==> config.mk <==
export PLATFORM = sky130hd
export DESIGN_NAME = siren_sweep_sequencer
export DESIGN_NICKNAME = d
export VERILOG_FILES = /design/src/rtl/siren_sweep_sequencer.sv
export SDC_FILE = /design/constraint.sdc
export NUM_CORES = 1
export LEC_CHECK = 0
export BUFFER_PORTS_ARGS = -buffer_cell sky130_fd_sc_hd__buf_2
export CAP_MARGIN = 20
export CORE_ASPECT_RATIO = 1.5
export CORE_MARGIN = 3
export CORE_UTILIZATION = 40
export CTS_BUF_LIST = sky130_fd_sc_hd__clkbuf_16
export DETAILED_ROUTE_END_ITERATION = 12
export PLACE_DENSITY = 0.6
export SETUP_SLACK_MARGIN = 0.15
export SYNTH_ARGS = -nofsm -noshare
export SYNTH_HDL_FRONTEND = slang
export SYNTH_SLANG_ARGS = --single-unit
==> constraint.sdc <==
create_clock -name clk -period 3.35 [get_ports clk]
set_input_delay 1.005 -clock clk [delete_from_list [all_inputs] [get_ports clk]]
set_output_delay 1.005 -clock clk [all_outputs]
set_load 0.01 [all_outputs]
==> src/rtl/siren_sweep_sequencer.sv <==
// Siren sweep sequencer: steps a 7-bit ramp index through the wail, yelp and hi-lo patterns and
// publishes the matching half-period reload value for the downstream square-wave divider.
module siren_sweep_sequencer #(
   parameter int unsigned STEP_WAIL = 16384,
   parameter int unsigned STEP_YELP = 2048,
   parameter int unsigned HILO_HOLD = 4194304,
   parameter logic [6:0]  HILO_A    = 7'd96,
   parameter logic [6:0]  HILO_B    = 7'd32
) (
   input  logic        clk,
   input  logic        rst,
   input  logic [1:0]  mode,
   output logic [14:0] divider,
   output logic        div_load,
   output logic        tone_en
);

   typedef enum logic [2:0] {
      S_IDLE,
      S_RISE,
      S_FALL,
      S_HOLD_A,
      S_HOLD_B
   } state_t;

   localparam logic [23:0] LIM_WAIL = 24'(STEP_WAIL - 1);
   localparam logic [23:0] LIM_YELP = 24'(STEP_YELP - 1);
   localparam logic [23:0] LIM_HILO = 24'(HILO_HOLD - 1);

   state_t      r_state;
   state_t      w_state_nxt;
   logic [6:0]  r_ramp;
   logic [6:0]  w_ramp_nxt;
   logic [23:0] r_presc;
   logic [23:0] w_presc_nxt;
   logic [23:0] w_limit;
   logic [1:0]  r_mode_q;
   logic        w_change;
   logic        w_tick;
   logic [14:0] w_div_nxt;

   always_comb begin
      w_limit     = LIM_WAIL;
      w_state_nxt = r_state;
      w_ramp_nxt  = r_ramp;
      w_presc_nxt = r_presc + 24'd1;
      case (r_mode_q)
         2'd2:    w_limit = LIM_YELP;
         2'd3:    w_limit = LIM_HILO;
         default: w_limit = LIM_WAIL;
      endcase
      w_change = (mode != r_mode_q);
      w_tick   = (r_state != S_IDLE) && (r_presc == w_limit);

      // A mode change re-enters the new pattern and overrides any coincident tick.
      if (w_change) begin
         w_presc_nxt = 24'd0;
         case (mode)
            2'd0: begin
               w_state_nxt = S_IDLE;
               w_ramp_nxt  = 7'd0;
            end
            2'd3: begin
               w_state_nxt = S_HOLD_A;
               w_ramp_nxt  = HILO_A;
            end
            default: begin
               w_state_nxt = S_RISE;
               w_ramp_nxt  = 7'd0;
            end
         endcase
      end else if (r_state == S_IDLE) begin
         w_presc_nxt = 24'd0;
      end else if (w_tick) begin
         w_presc_nxt = 24'd0;
         case (r_state)
            S_RISE: begin
               if (r_ramp == 7'd127) begin
                  w_state_nxt = S_FALL;
                  w_ramp_nxt  = 7'd126;
               end else begin
                  w_ramp_nxt = r_ramp + 7'd1;
               end
            end
            S_FALL: begin
               if (r_ramp == 7'd0) begin
                  w_state_nxt = S_RISE;
                  w_ramp_nxt  = 7'd1;
               end else begin
                  w_ramp_nxt = r_ramp - 7'd1;
               end
            end
            S_HOLD_A: begin
               w_state_nxt = S_HOLD_B;
               w_ramp_nxt  = HILO_B;
            end
            S_HOLD_B: begin
               w_state_nxt = S_HOLD_A;
               w_ramp_nxt  = HILO_A;
            end
            default: begin
               w_state_nxt = S_IDLE;
               w_ramp_nxt  = 7'd0;
            end
         endcase
      end
      w_div_nxt = {2'b01, w_ramp_nxt, 6'b000000};
   end

   always_ff @(posedge clk or posedge rst) begin
      if (rst) begin
         r_state  <= S_IDLE;
         r_ramp   <= 7'd0;
         r_presc  <= 24'd0;
         r_mode_q <= 2'd0;
         divider  <= 15'h2000;
         div_load <= 1'b0;
         tone_en  <= 1'b0;
      end else begin
         r_state  <= w_state_nxt;
         r_ramp   <= w_ramp_nxt;
         r_presc  <= w_presc_nxt;
         r_mode_q <= mode;
         divider  <= w_div_nxt;
         div_load <= (w_div_nxt != divider);
         // Registered alongside mode_q so tone_en always mirrors (mode_q != 0).
         tone_en  <= (mode != 2'd0);
      end
   end

endmodule

Yosys cells after proc, flatten, opt, wreduce, memory -nomap -nowiden:

Index checks and enable logic that the tools add are counted.

* register bits after elaboration: 38
* bits of input ports: 4
* output and inout bits: 17
* word-level logic and storage cells: 49

* add/subtract/negate cells: 3
* equal/unequal tests: 14
* mux-type cells: 18
* reduce and logical (&&, ||, !) cells: 8

Operators by type and width (number)
* 2-to-1 mux 24 bit: 3
* one-hot mux 22 bit (2 select lines): 1
* 2-to-1 mux 7 bit: 6
* one-hot mux 7 bit (4 select lines): 1
* adder 24 x 1 -> 24 bit, second input constant: 1
* == test 24 bit: 1
* 2-to-1 mux 3 bit: 5
* one-hot mux 3 bit (4 select lines): 1
* adder 7 x 1 -> 7 bit, second input constant: 1
* == test 7 bit, second input constant: 1
* logical NOT 7 bit: 1
* inequality test 7 bit: 1
* subtractor 7 x 1 -> 7 bit, second input constant: 1
* == test 2 bit, second input constant: 3
* == test 3 x 2 -> 1 bit, second input constant: 2
* inequality test 3 bit, second input constant: 2
* one-hot mux 2 bit (2 select lines): 1
* AND reduction 4 bit: 1
* nonzero test 2 bit: 2
* == test 3 x 1 -> 1 bit, second input constant: 1
* == test 3 bit, second input constant: 1
* logical NOT 3 bit: 1
* nonzero test 3 bit: 1
* logical NOT 2 bit: 1
* other kinds (3): 3

Logic depth before layout (Yosys ltp):

* word-level depth: 8
* mapped depth: 11
* gate-level depth less buffers: 10

Worst setup path after synthesis:

Ideal clock, no wire load.

* path kind: input -> register
* from: input port mode[1]
* to: register div_load
* library setup time: 0.127 ns
* arrival time: 2.379 ns
* required time: 3.223 ns
* path slack: 0.844 ns
* stages: 9
* buffers on the path: 1
* path through: xor2_1 -> nor2_1 -> nand3_1 -> or2_4 -> buf_6 -> o211ai_2 -> and4_1 -> o2111a_1 -> o211ai_2

* word-level cells in the longest chain between the ends: 4
* elaborated cells on any way between the ends: 5
* those cells by class: eq/ne: 3; mux: 2

RTL lines
* from (decl): line 12 `input logic [1:0] mode,`
* == test 2 bit: line 58 `case (mode)`
* 2-to-1 mux 7 bit: line 58
* 2-to-1 mux 7 bit (*): line 56 `if (w_change) begin`
* inequality test 7 bit (*): line 125 `div_load <= (w_div_nxt != divider);`
* to (signal assigned): line 125
* to (decl): line 14 `output logic div_load,`

Every way passes the cells marked *; elsewhere a longest branch is shown, timed or not.
A chain may end at the register's enable or synchronous reset.

Worst setup path after layout:

* from: register divider[7]
* to: register div_load

* word-level cells in the longest chain between the ends: 7
* elaborated cells on any way between the ends: 11
* those cells by class: add/sub: 2; eq/ne: 2; mux: 6; reduce/logical: 1

RTL lines
* from (decl): line 13 `output logic [14:0] divider,`
* from (signal assigned): line 124 `divider <= w_div_nxt;`
* subtractor 7 x 1 -> 7 bit (tied with other cells)
* 2-to-1 mux 7 bit (on tied branches)
* one-hot mux 7 bit (4 select lines)
* 2-to-1 mux 7 bit (3 in series)
* inequality test 7 bit (*): line 125

Marked as above.

==> out/metrics.yaml <==
cts:
  numCtsBuffers: 5
  cts_tree: "done"
  cts_sinks: 38
  cts_hold_buf: 0
  root_buffer: "clkbuf_16"
  cts_resized: 0
  cts_setup_buffers: 0
  clockBufferDepth: 2
  clk_latency_ns: 0.28
  h-tree-depth: 2
  clkTransAtPathRegs_ns: 0.05
final_layout:
  nets: 296
  syn_to_final_growth_pct: 9.39
  final_cell_mix: "40 x nor2_1, 38 x dfrtp_1, 19 x nand2_1"
  diodes: 0
  layout_commonest_cell: "nor2_1"
  layout-drive-gt1-share_pct: 12.8
  fillers: 584
global_route:
  grt.overflow.total: 0
  first_global_vias: 1976
  grt.total_usage_pct: 15.7
  grt_pass1_wl_mm: 8.94
  antenna_found_initial: 0
  grt_max_degree: 39
pwr:
  clkPwrFrac_pct: 42.4
  seq_power_share_pct: 46.9
  switching_share_pct: 24.7
  power_switching_uw: 255
  p_per_area_nw_per_um2: 391
  internal_power_uw: 776
  p_comb_share_pct: 10.7
  ir_drop_mv: 0.251
  leakagePower_uw: 0.00114
worst_setup_path:
  r2r_cells: 10
  cp-end-kind: "flop"
  cp_data_arrival_time_ns: 2.70
  path_class: "flop to flop"
  startpoint: "divider[7]"
  crit_fanout: 8
  r2r_end: "div_load"
  critPathRequiredTime_ns: 3.51
  rr_startpoint: "divider[7]"
  endpoint: "div_load"
  r2r_slack_ns: 0.81
  start_kind: "flop"
sta:
  finalSetupViolCount: 0
  setup_ws_ns: 0.812
  tns_ns: 0
  max-slew-margin-rel_pct: 61.9
  tightest_slew_ns: 0.567
  fin_crit_sh_pct: 75.8
  finalCriticalPeriod_ns: 2.54
  final_hold_viol_count: 0
  drv_slew: 0
  max_freq_mhz: 394
  fin_skew_ns: 0.00316
  rsz0062_at_grt: "no"
logic_synthesis:
  yosysTopAreaCellShare_pct: 39.4
  syn-cell-area_um2: 2410
  ys_seq_area_share_pct: 39.4
  synth_cells: 276
  synthArstFlopShare_pct: 100
  synth-edff-count: 0
  synth-warning-count: 0
  ys.flop_type: "dfrtp_1"
  synth_seq_cells: 38
  syn_area_per_cell_um2: 8.74
  synth_area_leaders: "dfrtp_1 39%, nor2_1 6.2%, xor2_1 5.1%"
  yosys.area.top_type: "dfrtp_1"
  synth.distinct_cells: 55
placement:
  dpl_worst_slack_ns: 0.574
  dp_hpwl_mm: 3.67
  gp_congestion: 0.940
  portBuffers: 12
route:
  drc: 0
  wl_mm: 5.08
  via_per_inst: 5.48
  wl_per_cell_um: 14.1
  dr_total_vias: 1979
  drtIter0Drc: 83
  ant_nets: 0
  drtPass1Iterations: 4
floorplan:
  die_w_um: 69.4
  rows: 34
  design.die.area_um2: 7020
  fp.dieH_um: 101
  initial_core_util_pct: 41.4
  core_area_um2: 5830
  ios: 21
job:
  cap_violations: 0
min_path:
  min_path_type: "flop to flop"
run_status:
  status: "finished, final reports clean"
## metrics by stage
step | total power (uW) | instance area [um2] | util, % | cells | hold slack, ns
floorplan | 579 | 2430 | - | 282 | 0.448
global placement | 603 | 2500 | 42.9 | 353 | 0.472
detailed placement | 603 | 2500 | 42.9 | 353 | 0.478
CTS | 1050 | 2640 | 45.3 | 361 | 0.498
global route | 1090 | 2640 | 45.3 | 361 | 0.532
finish | 1030 | 2640 | 45.3 | 361 | 0.489
## area by class of cell
class / count / area (um2) / share of cell area (%)
Multi-Input combinational cell: 213 / 1310 / 49.8
Timing Repair Buffer: 17 / 97.6 / 3.70
Tap cell: 72 / 90.1 / 3.41
Clock buffer: 5 / 125 / 4.74
Inverter: 13 / 48.8 / 1.85
Sequential cell: 38 / 951 / 36.0
Clock inverter: 3 / 12.5 / 0.474
## worst min path at each step
stage,start,to,slack [ns],cells past startpoint
global placement,r_presc[0],r_presc[0],0.47,1
detailed placement,r_presc[0],r_presc[0],0.48,1
floorplan,r_presc[0],r_presc[0],0.45,1
CTS,r_presc[0],r_presc[0],0.50,1
global route,r_presc[0],r_presc[0],0.53,1
finish,r_presc[0],r_presc[0],0.49,1
## power by group through the flow
stage               registers (uW)  clock network (uW)  logic (uW)
floorplan                      487                   0        91.8
global route                   486                 474         126
global placement               492                   0         111
CTS                            484                 454         112
finish                         484                 438         110
detailed placement             492                   0         111
## sequential cells by signal (all words and copies together), names as in the netlist
| register | count |
|---|---|
| r_presc | 24 |
| divider | 7 |
| r_state | 3 |
| r_mode_q | 2 |
| div_load | 1 |
| tone_en | 1 |
## synth_stat cells, types with 3 or more instances
cell	n
a21oi_1	13
and3_1	6
and4_1	3
buf_4	10
clkbuf_1	5
dfrtp_1	38
ha_1	4
inv_1	13
mux2i_1	3
nand2_1	19
nand3_1	18
nand4_1	4
nor2_1	40
nor3_1	9
nor4_1	4
o21ai_0	14
or3_1	3
xnor2_1	13
xor2_1	14
## routing by layer
metal / global-route usage, % / vias to the layer above / share of wire [%]
li1: - / 971 / -
met1: 17.1 / 946 / 40
met2: 29.0 / 49 / 53
met3: 3.59 / 13 / 3.4
met4: 6.62 / 0 / 2.9
met5: 0 / - / 0
## cells by family after synthesis
family,synth area share (%)
AO/OA/AOI/OAI,13.5
XOR/XNOR,9.80
adder cells (fa/ha/maj),2.07
buffers and inverters,7.05
flip-flops,39.4
multiplexers,1.24
other,0.311
AND/OR/NAND/NOR,26.6
## critical path, stage by stage, from the launching register on
cell,delay (ns)
dfrtp_1,0.37
inv_1,0.11
ha_1,0.19
or3b_1,0.37
o2111a_2,0.33
inv_1,0.09
o21a_1,0.17
o32ai_1,0.13
nor4b_1,0.37
o22a_1,0.22
o211ai_2,0.07
No activity file was read; power rests on OpenSTA's default activity.
